--- config.mk ---
export PLATFORM = sky130hd
export DESIGN_NAME = ctrl_port_arbiter
export DESIGN_NICKNAME = d
export VERILOG_FILES = /design/src/rtl/ctrl_port_arbiter.sv
export SDC_FILE = /design/constraint.sdc
export NUM_CORES = 1
export LEC_CHECK = 0
export ABC_AREA = 1
export ABC_CLOCK_PERIOD_IN_PS = 2000
export CORE_MARGIN = 2
export CORE_UTILIZATION = 50
export DETAILED_ROUTE_END_ITERATION = 16
export HOLD_SLACK_MARGIN = 0.02
export PLACE_DENSITY = 0.74
export SLEW_MARGIN = 20
export SYNTH_ARGS = -nofsm -noshare
export SYNTH_HDL_FRONTEND = slang
export SYNTH_SLANG_ARGS = --single-unit
--- constraint.sdc ---
create_clock -name CLK -period 2 [get_ports CLK]
set_input_delay 0.3 -clock CLK [delete_from_list [all_inputs] [get_ports CLK]]
set_output_delay 0.3 -clock CLK [all_outputs]
set_load 0.03 [all_outputs]
--- src/rtl/ctrl_port_arbiter.sv ---
// SNES controller port arbiter: routes one console port to one of four device
// serializers, applies device switches only between reads and blanks the port afterwards.
module ctrl_port_arbiter #(
  parameter int unsigned DEV_INIT      = 1,
  parameter int unsigned BLANK_LATCHES = 2,
  parameter int unsigned IDLE_TIMEOUT  = 4096
) (
  input  logic       CLK,
  input  logic       RESET_N,
  input  logic [1:0] DEV_SEL,
  input  logic       PORT_LATCH,
  input  logic       PORT_CLK,
  input  logic [7:0] DEV_DO,
  input  logic [3:0] DEV_P6,
  output logic [1:0] PORT_DO,
  output logic       PORT_P6,
  output logic [3:0] DEV_LATCH,
  output logic [3:0] DEV_CLK,
  output logic [1:0] ACTIVE_DEV,
  output logic       SWITCHING,
  output logic       GUN_EN,
  output logic       GUN_TYPE,
  output logic [5:0] READ_BITS
);

  localparam int unsigned TO_W = 13;
  localparam int unsigned BC_W = 4;
  localparam int unsigned RB_W = 6;

  localparam logic [1:0] S_IDLE  = 2'd0;
  localparam logic [1:0] S_LATCH = 2'd1;
  localparam logic [1:0] S_SHIFT = 2'd2;
  localparam logic [1:0] S_BLANK = 2'd3;

  localparam logic [1:0]      ACT_INIT  = 2'(DEV_INIT);
  localparam logic [TO_W-1:0] TO_LAST   = TO_W'(IDLE_TIMEOUT - 1);
  localparam logic [TO_W-1:0] TO_MAX    = {TO_W{1'b1}};
  localparam logic [BC_W-1:0] BLANK_LD  = BC_W'(BLANK_LATCHES);
  localparam logic [RB_W-1:0] RB_MAX    = {RB_W{1'b1}};

  logic [1:0]      r_state, w_state_nxt;
  logic [1:0]      r_active, w_active_nxt;
  logic            r_pending, w_pending_nxt;
  logic [BC_W-1:0] r_blank_cnt, w_blank_nxt;
  logic [TO_W-1:0] r_timeout, w_timeout_nxt;
  logic [RB_W-1:0] r_read_bits, w_read_bits_nxt;

  logic r_latch_q, r_latch_qq;
  logic r_clk_q, r_clk_qq;

  logic            w_latch_rise, w_latch_fall, w_clk_rise;
  logic            w_route;
  logic [3:0]      w_onehot;
  logic [RB_W-1:0] w_read_bits_inc;

  assign w_latch_rise    = r_latch_q & ~r_latch_qq;
  assign w_latch_fall    = ~r_latch_q & r_latch_qq;
  assign w_clk_rise      = r_clk_q & ~r_clk_qq;
  assign w_read_bits_inc = (r_read_bits == RB_MAX) ? r_read_bits : r_read_bits + RB_W'(1);

  // Pin synchronisation and edge history
  always_ff @(posedge CLK or negedge RESET_N) begin
    if (!RESET_N) begin
      r_latch_q  <= 1'b0;
      r_latch_qq <= 1'b0;
      r_clk_q    <= 1'b0;
      r_clk_qq   <= 1'b0;
    end else begin
      r_latch_q  <= PORT_LATCH;
      r_latch_qq <= r_latch_q;
      r_clk_q    <= PORT_CLK;
      r_clk_qq   <= r_clk_q;
    end
  end

  // State register
  always_ff @(posedge CLK or negedge RESET_N) begin
    if (!RESET_N) begin
      r_state     <= S_IDLE;
      r_active    <= ACT_INIT;
      r_pending   <= 1'b0;
      r_blank_cnt <= '0;
      r_timeout   <= '0;
      r_read_bits <= '0;
    end else begin
      r_state     <= w_state_nxt;
      r_active    <= w_active_nxt;
      r_pending   <= w_pending_nxt;
      r_blank_cnt <= w_blank_nxt;
      r_timeout   <= w_timeout_nxt;
      r_read_bits <= w_read_bits_nxt;
    end
  end

  // Next-state logic; a pending switch is only taken from IDLE so reads are never cut
  always_comb begin
    w_state_nxt     = r_state;
    w_active_nxt    = r_active;
    w_pending_nxt   = (DEV_SEL != r_active);
    w_blank_nxt     = r_blank_cnt;
    w_timeout_nxt   = r_timeout;
    w_read_bits_nxt = r_read_bits;

    case (r_state)
      S_IDLE: begin
        if (r_pending) begin
          w_active_nxt  = DEV_SEL;
          w_pending_nxt = 1'b0;
          w_blank_nxt   = BLANK_LD;
          w_state_nxt   = S_BLANK;
        end else if (w_latch_rise) begin
          w_state_nxt = S_LATCH;
        end
      end
      S_LATCH: begin
        if (w_latch_fall) begin
          w_state_nxt     = S_SHIFT;
          w_read_bits_nxt = '0;
          w_timeout_nxt   = '0;
        end
      end
      S_SHIFT: begin
        if (w_latch_rise) begin
          w_state_nxt = S_LATCH;
        end else if (w_clk_rise) begin
          w_read_bits_nxt = w_read_bits_inc;
          w_timeout_nxt   = '0;
        end else if (r_timeout == TO_LAST) begin
          w_state_nxt = S_IDLE;
        end else if (r_timeout != TO_MAX) begin
          w_timeout_nxt = r_timeout + TO_W'(1);
        end
      end
      default: begin
        if (w_latch_fall) begin
          w_read_bits_nxt = '0;
          if (r_blank_cnt <= BC_W'(1)) begin
            w_blank_nxt = '0;
            w_state_nxt = S_IDLE;
          end else begin
            w_blank_nxt = r_blank_cnt - BC_W'(1);
          end
        end else if (w_clk_rise) begin
          w_read_bits_nxt = w_read_bits_inc;
        end
      end
    endcase
  end

  // Routing follows the next state so a switch never leaks a latch to the old device
  assign w_route  = (w_state_nxt != S_BLANK) && (w_active_nxt != 2'd0);
  assign w_onehot = 4'd1 << w_active_nxt;

  // Registered port outputs
  always_ff @(posedge CLK or negedge RESET_N) begin
    if (!RESET_N) begin
      PORT_DO   <= 2'b00;
      PORT_P6   <= 1'b1;
      DEV_LATCH <= 4'd0;
      DEV_CLK   <= 4'd0;
      SWITCHING <= 1'b0;
      GUN_EN    <= (ACT_INIT == 2'd2) || (ACT_INIT == 2'd3);
      GUN_TYPE  <= (ACT_INIT == 2'd3);
    end else begin
      if (w_route) begin
        PORT_DO   <= DEV_DO[{w_active_nxt, 1'b0} +: 2];
        PORT_P6   <= DEV_P6[w_active_nxt];
        DEV_LATCH <= w_onehot & {4{r_latch_q}};
        DEV_CLK   <= w_onehot & {4{r_clk_q}};
      end else begin
        PORT_DO   <= 2'b00;
        PORT_P6   <= 1'b1;
        DEV_LATCH <= 4'd0;
        DEV_CLK   <= 4'd0;
      end
      SWITCHING <= w_pending_nxt | (w_state_nxt == S_BLANK);
      GUN_EN    <= ((w_active_nxt == 2'd2) || (w_active_nxt == 2'd3)) && (w_state_nxt != S_BLANK);
      GUN_TYPE  <= (w_active_nxt == 2'd3);
    end
  end

  assign ACTIVE_DEV = r_active;
  assign READ_BITS  = r_read_bits;

endmodule

==> results.yml <==
outcome:
  status: "finished, final reports clean"
clock_tree:
  clk_pin_slew_worst_paths_ns: 0.09
  clock-sinks: 46
  clock_path_buffers: 2
  cts_tree: "yes"
  post_cts_buffers: 0
  insertion_delay_ns: 0.30
  root_buffer: "clkbuf_8"
  h-tree-depth: 2
  numCtsBuffers: 5
worst_setup_path:
  rr_worst_depth: 8
  crit_cells: 1
  slowest_stage: "clkdlybuf4s50_1"
  worstReg2RegEnd: "r_timeout[11]"
  crit_start: "ACTIVE_DEV[0]"
  r2r-start: "r_state[0]"
  r2r_slack_ns: 0.23
  crit_path_max_fanout: 3
  crit_chain: "clkdlybuf4s50_1"
  crit_end: "ACTIVE_DEV[0]"
  critPathBufInv: 1
  critical_path.max_stage_delay_ns: 0.67
  cp.required_ns: 1.70
  endpoint_kind: "primary output"
  startpoint_type: "flop"
  critPathKind: "flop to primary output"
  cp_top_family: "buffers and inverters"
  arrival_ns: 1.53
placed_design:
  hpwl_um: 3701
  place_congestion: 0.8725
  dp_slack_ns: 0.1156
  port_buffers: 37
global_routing:
  grt_max_degree: 47
  grt_overflow: 0
  grt_use_total_pct: 19.00
  antenna_found_initial: 0
  grt_pass1_wl_um: 8376
  grt_pass1_vias: 1996
logic_synthesis:
  synth.area.top_cells: "dfrtp_1, nand2_1, inv_1, nor2_1, ha_1"
  synth_top_area_share_pct: 42.62
  ys.flop_type: "dfrtp_1"
  synth_top_family_by_area: "simple AND/OR/NAND/NOR gates"
  synth_warnings: 0
  synthXorXnorAreaFrac_pct: 2.034
  yosysMostFrequentCell: "nand2_1"
  synthAdderAreaFrac_pct: 3.874
  ys_ff_latch: 46
  yosys-top-cells-count: "nand2_1, dfrtp_1, inv_1"
  synth.area.mux_share_pct: 0
  synth_cells: 313
  yosysSeqAreaShare_pct: 44.65
  synth_cell_type_count: 29
  syn_area_sq_um: 2584
  synth_largest_area_cell: "dfrtp_1"
  synth_edf_count: 0
  async_reset_ff_share_pct: 100.0
  avgSynthCellArea_sq_um: 8.255
  synth_compound_area_share_pct: 10.22
  yosys.area_share.simple_pct: 31.82
detailed_routing:
  drc: 0
  vias_per_cell: 4.926
  wl_per_cell_um: 11.34
  dr.first_iter.drc_count: 68
  firstDrtPassIters: 4
  num_vias: 2128
  ant_nets: 0
  routed_wl_um: 4899
finish:
  regArea_sq_um: 1154
  multiInputGateArea_sq_um: 1261
  antennaDiodeCount: 0
  syn_to_final_growth_pct: 22.62
  n_fill_cell: 448
  fin_nets: 387
  final_layout_size_suffix_gt1_share_pct: 18.51
sta:
  period_share_pct: 91.53
  worst_slew_pin_slew_ns: 0.5710
  fin_crit_ns: 1.831
  final-hold-violation-count: 0
  slew_headroom_pct: 61.93
  skew_ns: 0.004618
  setup_violations: 0
  rsz0062_at_grt: "no"
  fin_setup_tns_ns: 0
  timing.final.ws_setup_ns: 0.1694
  drv_slew: 0
  fmax_ghz: 0.5463
hold_path:
  hold_class: "input pin to async pin"
die:
  core-area_sq_um: 5042
  die_w_um: 75.89
  rows: 26
  num_io_pins: 40
  die_area_sq_um: 5759
  dieHeight_um: 75.89
  initial_utilization_pct: 51.24
job:
  drv_cap: 0
power:
  ir_worst_vdd_v: 0.0007532
  p_leak_uw: 0.001431
  p_per_area_nw_per_um2: 1441
-- layout make-up --
| cell class | instances | share of cell area (%) |
|---|---|---|
| Inverter | 47 | 5.569 |
| Clock buffer | 5 | 2.172 |
| Tap cell | 70 | 2.765 |
| Timing Repair Buffer | 41 | 12.48 |
| Sequential cell | 46 | 36.41 |
| Multi-Input combinational cell | 220 | 39.81 |
| Clock inverter | 3 | 0.7899 |
-- sequential cells by signal (all words and copies together), names as in the netlist, 2 cells and up --
name / cells
ACTIVE_DEV: 2
DEV_CLK: 4
DEV_LATCH: 4
PORT_DO: 2
READ_BITS: 6
r_blank_cnt: 4
r_state: 2
r_timeout: 13
-- power by group --
| group | internal [uW] | switching (uW) |
|---|---|---|
| combinational | 948 | 1690 |
| sequential | 1190 | 150 |
| clock | 252 | 333 |
-- placed cells by master, fill, tap and decap left out, drive strengths merged, types with 2 or more instances in the layout --
cell type      netlist  layout
nand4                5       5
clkbuf               0       5
a21oi               23      23
nor2                51      51
ha                   8       8
clkdlybuf4s50        0      36
nor3b                2       2
dfrtp               44      44
nand3               17      17
inv                 47      48
buf                  1       5
o21ai               20      20
nand2               77      77
conb                 1       2
dfstp                2       2
xor2                 6       6
nor3                 8       8
-- layer usage --
metal  track usage, %  share of wire (%)  vias up
met5                0                  0        -
met2            30.84                 48       41
met1            24.98                 47      999
met3            3.836                3.3        8
met4            7.407                1.7        0
li1                 -                  -     1080
-- metrics by stage --
step	power [uW]	hold WS, ns	std cells	utilization (%)	area (sq um)
3_5_place_dp	3963	0.4213	424	60.67	3059
5_1_grt	4984	0.1208	432	62.83	3168
2_1_floorplan	3253	0.004409	314	-	2587
3_3_place_gp	3925	0.4197	424	60.67	3059
4_1_cts	4562	0.08811	432	62.53	3153
6_report	4566	0.05935	432	62.83	3168
-- cell families after synthesis --
kind of cell	after synthesis
AND/OR/NAND/NOR	161
buffers and inverters	48
flip-flops	46
adder cells (fa/ha/maj)	8
other	1
XOR/XNOR	6
AO/OA/AOI/OAI	43
-- worst min-delay path by stage --
stage	from	to	slack [ns]	cells past startpoint
detailed placement	RESET_N	r_timeout[3]	0.42	2
global route	RESET_N	r_timeout[3]	0.12	2
CTS	RESET_N	r_timeout[3]	0.09	2
global placement	RESET_N	r_timeout[3]	0.42	2
finish	RESET_N	r_timeout[3]	0.06	2
floorplan	RESET_N	ACTIVE_DEV[1]	0.004	0
-- timing repair --
item                                    4_1_cts  5_1_grt
hold buffers                                  0        0
endpoints found under the setup margin        0       14
gates resized for setup                       0        4
Power figures use the tool's default switching activity.
==> RTL edit 1 (same flow settings) <==
Add an input register stage for `DEV_DO`; this delays it by one clock. The other inputs are not delayed to match.
--- a/src/rtl/ctrl_port_arbiter.sv
+++ b/src/rtl/ctrl_port_arbiter.sv
@@ -38,4 +38,10 @@
   localparam logic [BC_W-1:0] BLANK_LD  = BC_W'(BLANK_LATCHES);
   localparam logic [RB_W-1:0] RB_MAX    = {RB_W{1'b1}};
+
+  logic [7:0] DEV_DO_q;
+
+  always_ff @(posedge CLK) begin
+    DEV_DO_q <= DEV_DO;
+  end
 
   logic [1:0]      r_state, w_state_nxt;
@@ -164,5 +170,5 @@
     end else begin
       if (w_route) begin
-        PORT_DO   <= DEV_DO[{w_active_nxt, 1'b0} +: 2];
+        PORT_DO   <= DEV_DO_q[{w_active_nxt, 1'b0} +: 2];
         PORT_P6   <= DEV_P6[w_active_nxt];
         DEV_LATCH <= w_onehot & {4{r_latch_q}};
Function: changed (Yosys sat finds a counterexample within 4 cycles, from zero or initial values and one cycle with RESET_N low).
==> RTL edit 1 against the original RTL <==
Synthesized area grew 3.3%. Clock skew grew 0.0043 ns. Sequential cell count grew 8. Sequential power grew 12%. Clock power grew 4.4%. Maximum frequency shrank 1.4%. Worst setup slack lost 0.025 ns. Design area grew 2.6%. Synthesized cell count shrank 0.32%. Power grew 1.0%. Non-clock buffer count is the same. Wire length grew 0.33%. Combinational power shrank 5%. Critical path type unchanged. Critical endpoint unchanged. Highest routed layer unchanged.
==> RTL edit 1: results (changes against the original RTL) <==
pwr:
  powerDensity_mw_per_mm2: 1420  # was 1440 mW/mm^2
  p_leak_nw: 1.54  # was 1.43 nW
  ir_drop_mv: 0.836  # was 0.753 mV
  pg_comb_mw: 2.50  # was 2.64 mW
  powerClk_mw: 0.612  # was 0.586 mW
clocking:
  cts_buffers: 5  # unchanged
  worstSkewPairLatency_ns: 0.31
cells_and_area:
  final_nets: 386  # was 387
  final_layout_size_suffix_gt1_share_pct: 15.0  # was 18.5%
  final_area_sq_mm: 0.00325  # was 0.00317 sq mm
  multi_input_cells: 204  # was 220
  fillers: 484  # was 448
  multi_input_area_sq_mm: 0.00114  # was 0.00126 sq mm
  post-route-util_pct: 63.3  # was 62.8%
  clockNetworkAreaShare_pct: 2.92  # was 2.96%
  sh_seq_area_pct: 40.4  # was 36.4%
routing:
  met1_length_mm: 2.27  # was 2.28 mm
  drt_iter0_drc: 143  # was 68
  drt-vias-per-instance: 4.77  # was 4.93
  wl_met3_um: 200  # was 161 um
  wl_per_cell_um: 11.4  # was 11.3 um
  routed_wl_mm: 4.92  # was 4.90 mm
sta:
  whs_ns: 0.0738  # was 0.0594 ns
  fin_crit_sh_pct: 92.8  # was 91.5%
  fin_skew_ns: 0.00892  # was 0.00462 ns
placement:
  place_worst_setup_slack_ns: 0.140  # was 0.116 ns
  dp.cells: 423  # was 424
  port_buffers: 39  # was 37
  dpl_cell_area_sq_mm: 0.00315  # was 0.00306 sq mm
synthesis:
  post_synth_num_cell_types: 39  # was 29
  synth_top_area_share_pct: 41.3  # was 42.6%
  ys_ff_latch: 54  # was 46
  synthArstFlopShare_pct: 85.2  # was 100%
  synthCells: 312  # was 313
  yosysSeqAreaShare_pct: 49.2  # was 44.6%
worst_setup_path:
  r2r_cells: 10  # was 8
  r2r_end: "PORT_DO[0]"  # was r_timeout[11]
  reg2reg_setup_slack_ns: 0.19  # was 0.23 ns
  cp.arrival_ns: 1.56  # was 1.53 ns
global_routing:
  grtUsageTotal_pct: 18.2  # was 19.0%
  grt_pass1_wl_mm: 8.83  # was 8.38 mm
  first_global_vias: 2054  # was 1996
run_status:
  status: "finished clean"  # unchanged
-- RTL edit 1: changes by cell type after synthesis, moves of 3 or more --
cell     unedited run  this run
a21oi_2             8         2
inv_2              10         7
o21ai_1            10         4
dfxtp_1             0         8
o22ai_1             0         3
inv_1              37        44
nand3_1            16        13
o21ai_0             7        11
nor2_1             36        33
-- RTL edit 1: logic make-up (layout without fill, tap and decap cells) --
group	Yosys count	in the layout	share of synthesized area (%)
xor gates and xnor gates	6	6	1.97
other	1	2	0.141
adders and majority gates	8	8	3.75
and+or+nand+nor	145	145	25.9
DFF	54	54	49.2
AOI/OAI and AO/OA	43	43	10.6
buffers and inverters	55	103	8.39
-- RTL edit 1: layer usage --
| metal | GRT usage, % | vias up |
|---|---|---|
| met2 | 30.8 | 50 |
| met1 | 23.4 | 928 |
| met3 | 4.24 | 6 |
| li1 | - | 1070 |
| met4 | 5.00 | 0 |
| met5 | 0 | - |
==> RTL edit 2 (same flow settings) <==
Made on the original files. Set the localparam `BC_W` to 6 (it was 4).
--- a/src/rtl/ctrl_port_arbiter.sv
+++ b/src/rtl/ctrl_port_arbiter.sv
@@ -25,5 +25,5 @@
 
   localparam int unsigned TO_W = 13;
-  localparam int unsigned BC_W = 4;
+  localparam int unsigned BC_W = 6;
   localparam int unsigned RB_W = 6;
 
Formal check against the unedited RTL: same outputs for any inputs over 10 cycles, from zero or initial values and one cycle with RESET_N low; that may be too few to reach the edited logic, so the function may still have changed.
==> RTL edit 2 against the original RTL <==
First-iteration DRC count up 22%. Worst hold slack better by 0.34 ns. Clock skew up 0.0038 ns. Clock power up 2%. Sequential cell count up 2. Power down 2.4%. Design area up 2.4%. Via count up 6.1%. Synthesized area up 1.7%. Worst setup slack worse by 0.023 ns. Maximum frequency down 1.2%. Wire length up 7.8%. Critical path type unchanged. Critical endpoint unchanged. Largest cell class unchanged. Highest routed layer unchanged.
==> RTL edit 2: results (changes against the original RTL) <==
run_status:
  status: "finished clean"  # unchanged
global_routing:
  grt_pass1_wl_mm: 9.44  # was 8.38 mm
  grtUsageTotal_pct: 19.7  # was 19.0%
  first_global_vias: 2147  # was 1996
  grt_max_degree: 22  # was 47
pwr:
  power_frac_seq_pct: 30.9  # was 29.3%
  p_leak_nw: 1.53  # was 1.43 nW
  p_int_mw: 2.36  # was 2.39 mW
  pg_comb_mw: 2.48  # was 2.64 mW
sta:
  fin_ws_ns: 0.146  # was 0.169 ns
  whs_ns: 0.403  # was 0.0594 ns
  fin_skew_ns: 0.00845  # was 0.00462 ns
worst_hold_path:
  hold_path_class: "reg2reg"  # was in2async
routing:
  route.met2.wl_mm: 2.58  # was 2.37 mm
  vias: 2258  # was 2128
  met1_length_mm: 2.50  # was 2.28 mm
  drt_iter0_drc: 83  # was 68
  routed_wl_mm: 5.28  # was 4.90 mm
placement:
  port_buffers: 38  # was 37
  place_worst_setup_slack_ns: 0.163  # was 0.116 ns
  place_congestion: 0.875  # was 0.873
  dpl_cell_area_sq_mm: 0.00311  # was 0.00306 sq mm
synthesis:
  yosysSeqAreaShare_pct: 45.8  # was 44.6%
  yosys-top-cells-count: "79 x nand2_1, 46 x dfrtp_1, 44 x inv_1"  # was 68 x nand2_1, 44 x dfrtp_1, 37 x inv_1
  ys_top_cells_by_area: "dfrtp_1 44%, nand2_1 11%, inv_1 6.3%"  # was dfrtp_1 43%, nand2_1 9.9%, inv_1 5.4%
worst_setup_path:
  r2r_start: "r_state[1]"  # was r_state[0]
  r2r_end: "PORT_DO[1]"  # was r_timeout[11]
  worstPathMaxFanout: 4  # was 3
  reg2reg_setup_slack_ns: 0.21  # was 0.23 ns
  cp.arrival_ns: 1.55  # was 1.53 ns
  r2r_cells: 9  # was 8
cells_and_area:
  final_nets: 415  # was 387
  final_layout_size_suffix_gt1_share_pct: 11.0  # was 18.5%
  fillers: 444  # was 448
RTL edit 2: changes by cell type in the layout (fill, tap and decap cells not counted), sizes merged, moves of 2 or more:
| cell | unedited run | this run |
|---|---|---|
| a21oi | 23 | 14 |
| o21ai | 20 | 23 |
| o31ai | 0 | 2 |
| inv | 48 | 50 |
| nand4 | 5 | 8 |
| nand3 | 17 | 28 |
| nor3 | 8 | 15 |
| dfrtp | 44 | 46 |
| nand2 | 77 | 82 |
| xor2 | 6 | 3 |
| nor3b | 2 | 0 |
RTL edit 2: through the flow:
stage | util, % | cells
after global routing | 63.9 | 460
final | 63.9 | 460
after CTS | 63.4 | 459
after detailed placement | 61.4 | 450
after floorplan | - | 339
after global placement | 61.4 | 450
RTL edit 2: layout make-up:
class                      instances  area [sq um]  share of cell area, %
inverter                          50           190                   5.86
tap                               70          87.6                   2.70
timing repair buffer              44           423                   13.0
clock inverter                     2          10.0                  0.309
clock buffer                       6          82.6                   2.55
multi-input combinational        240          1250                   38.4
sequential                        48          1200                   37.1
RTL edit 2: what timing repair did:
action                                 in CTS  in global routing
hold buffers                                1                  0
endpoints found under the hold margin      19                  0
setup buffers                               0                  1
setup endpoints to repair                   0                 10
resized for setup                           0                  4
RTL edit 2: kinds of logic after synthesis:
family                     after synthesis  synth area share (%)
AOI/OAI and AO/OA                       41                  9.28
xor gates and xnor gates                 3                  1.00
adders and majority gates                8                  3.81
buffers and inverters                   51                  7.66
DFF                                     48                  45.8
other                                    1                 0.143
and+or+nand+nor                        186                  32.3
RTL edit 2: metal layers:
metal | vias to the layer above | global-route usage (%)
met5 | - | 0
li1 | 1178 | -
met2 | 44 | 34.3
met3 | 2 | 3.91
met4 | 0 | 4.55
met1 | 1034 | 25.5
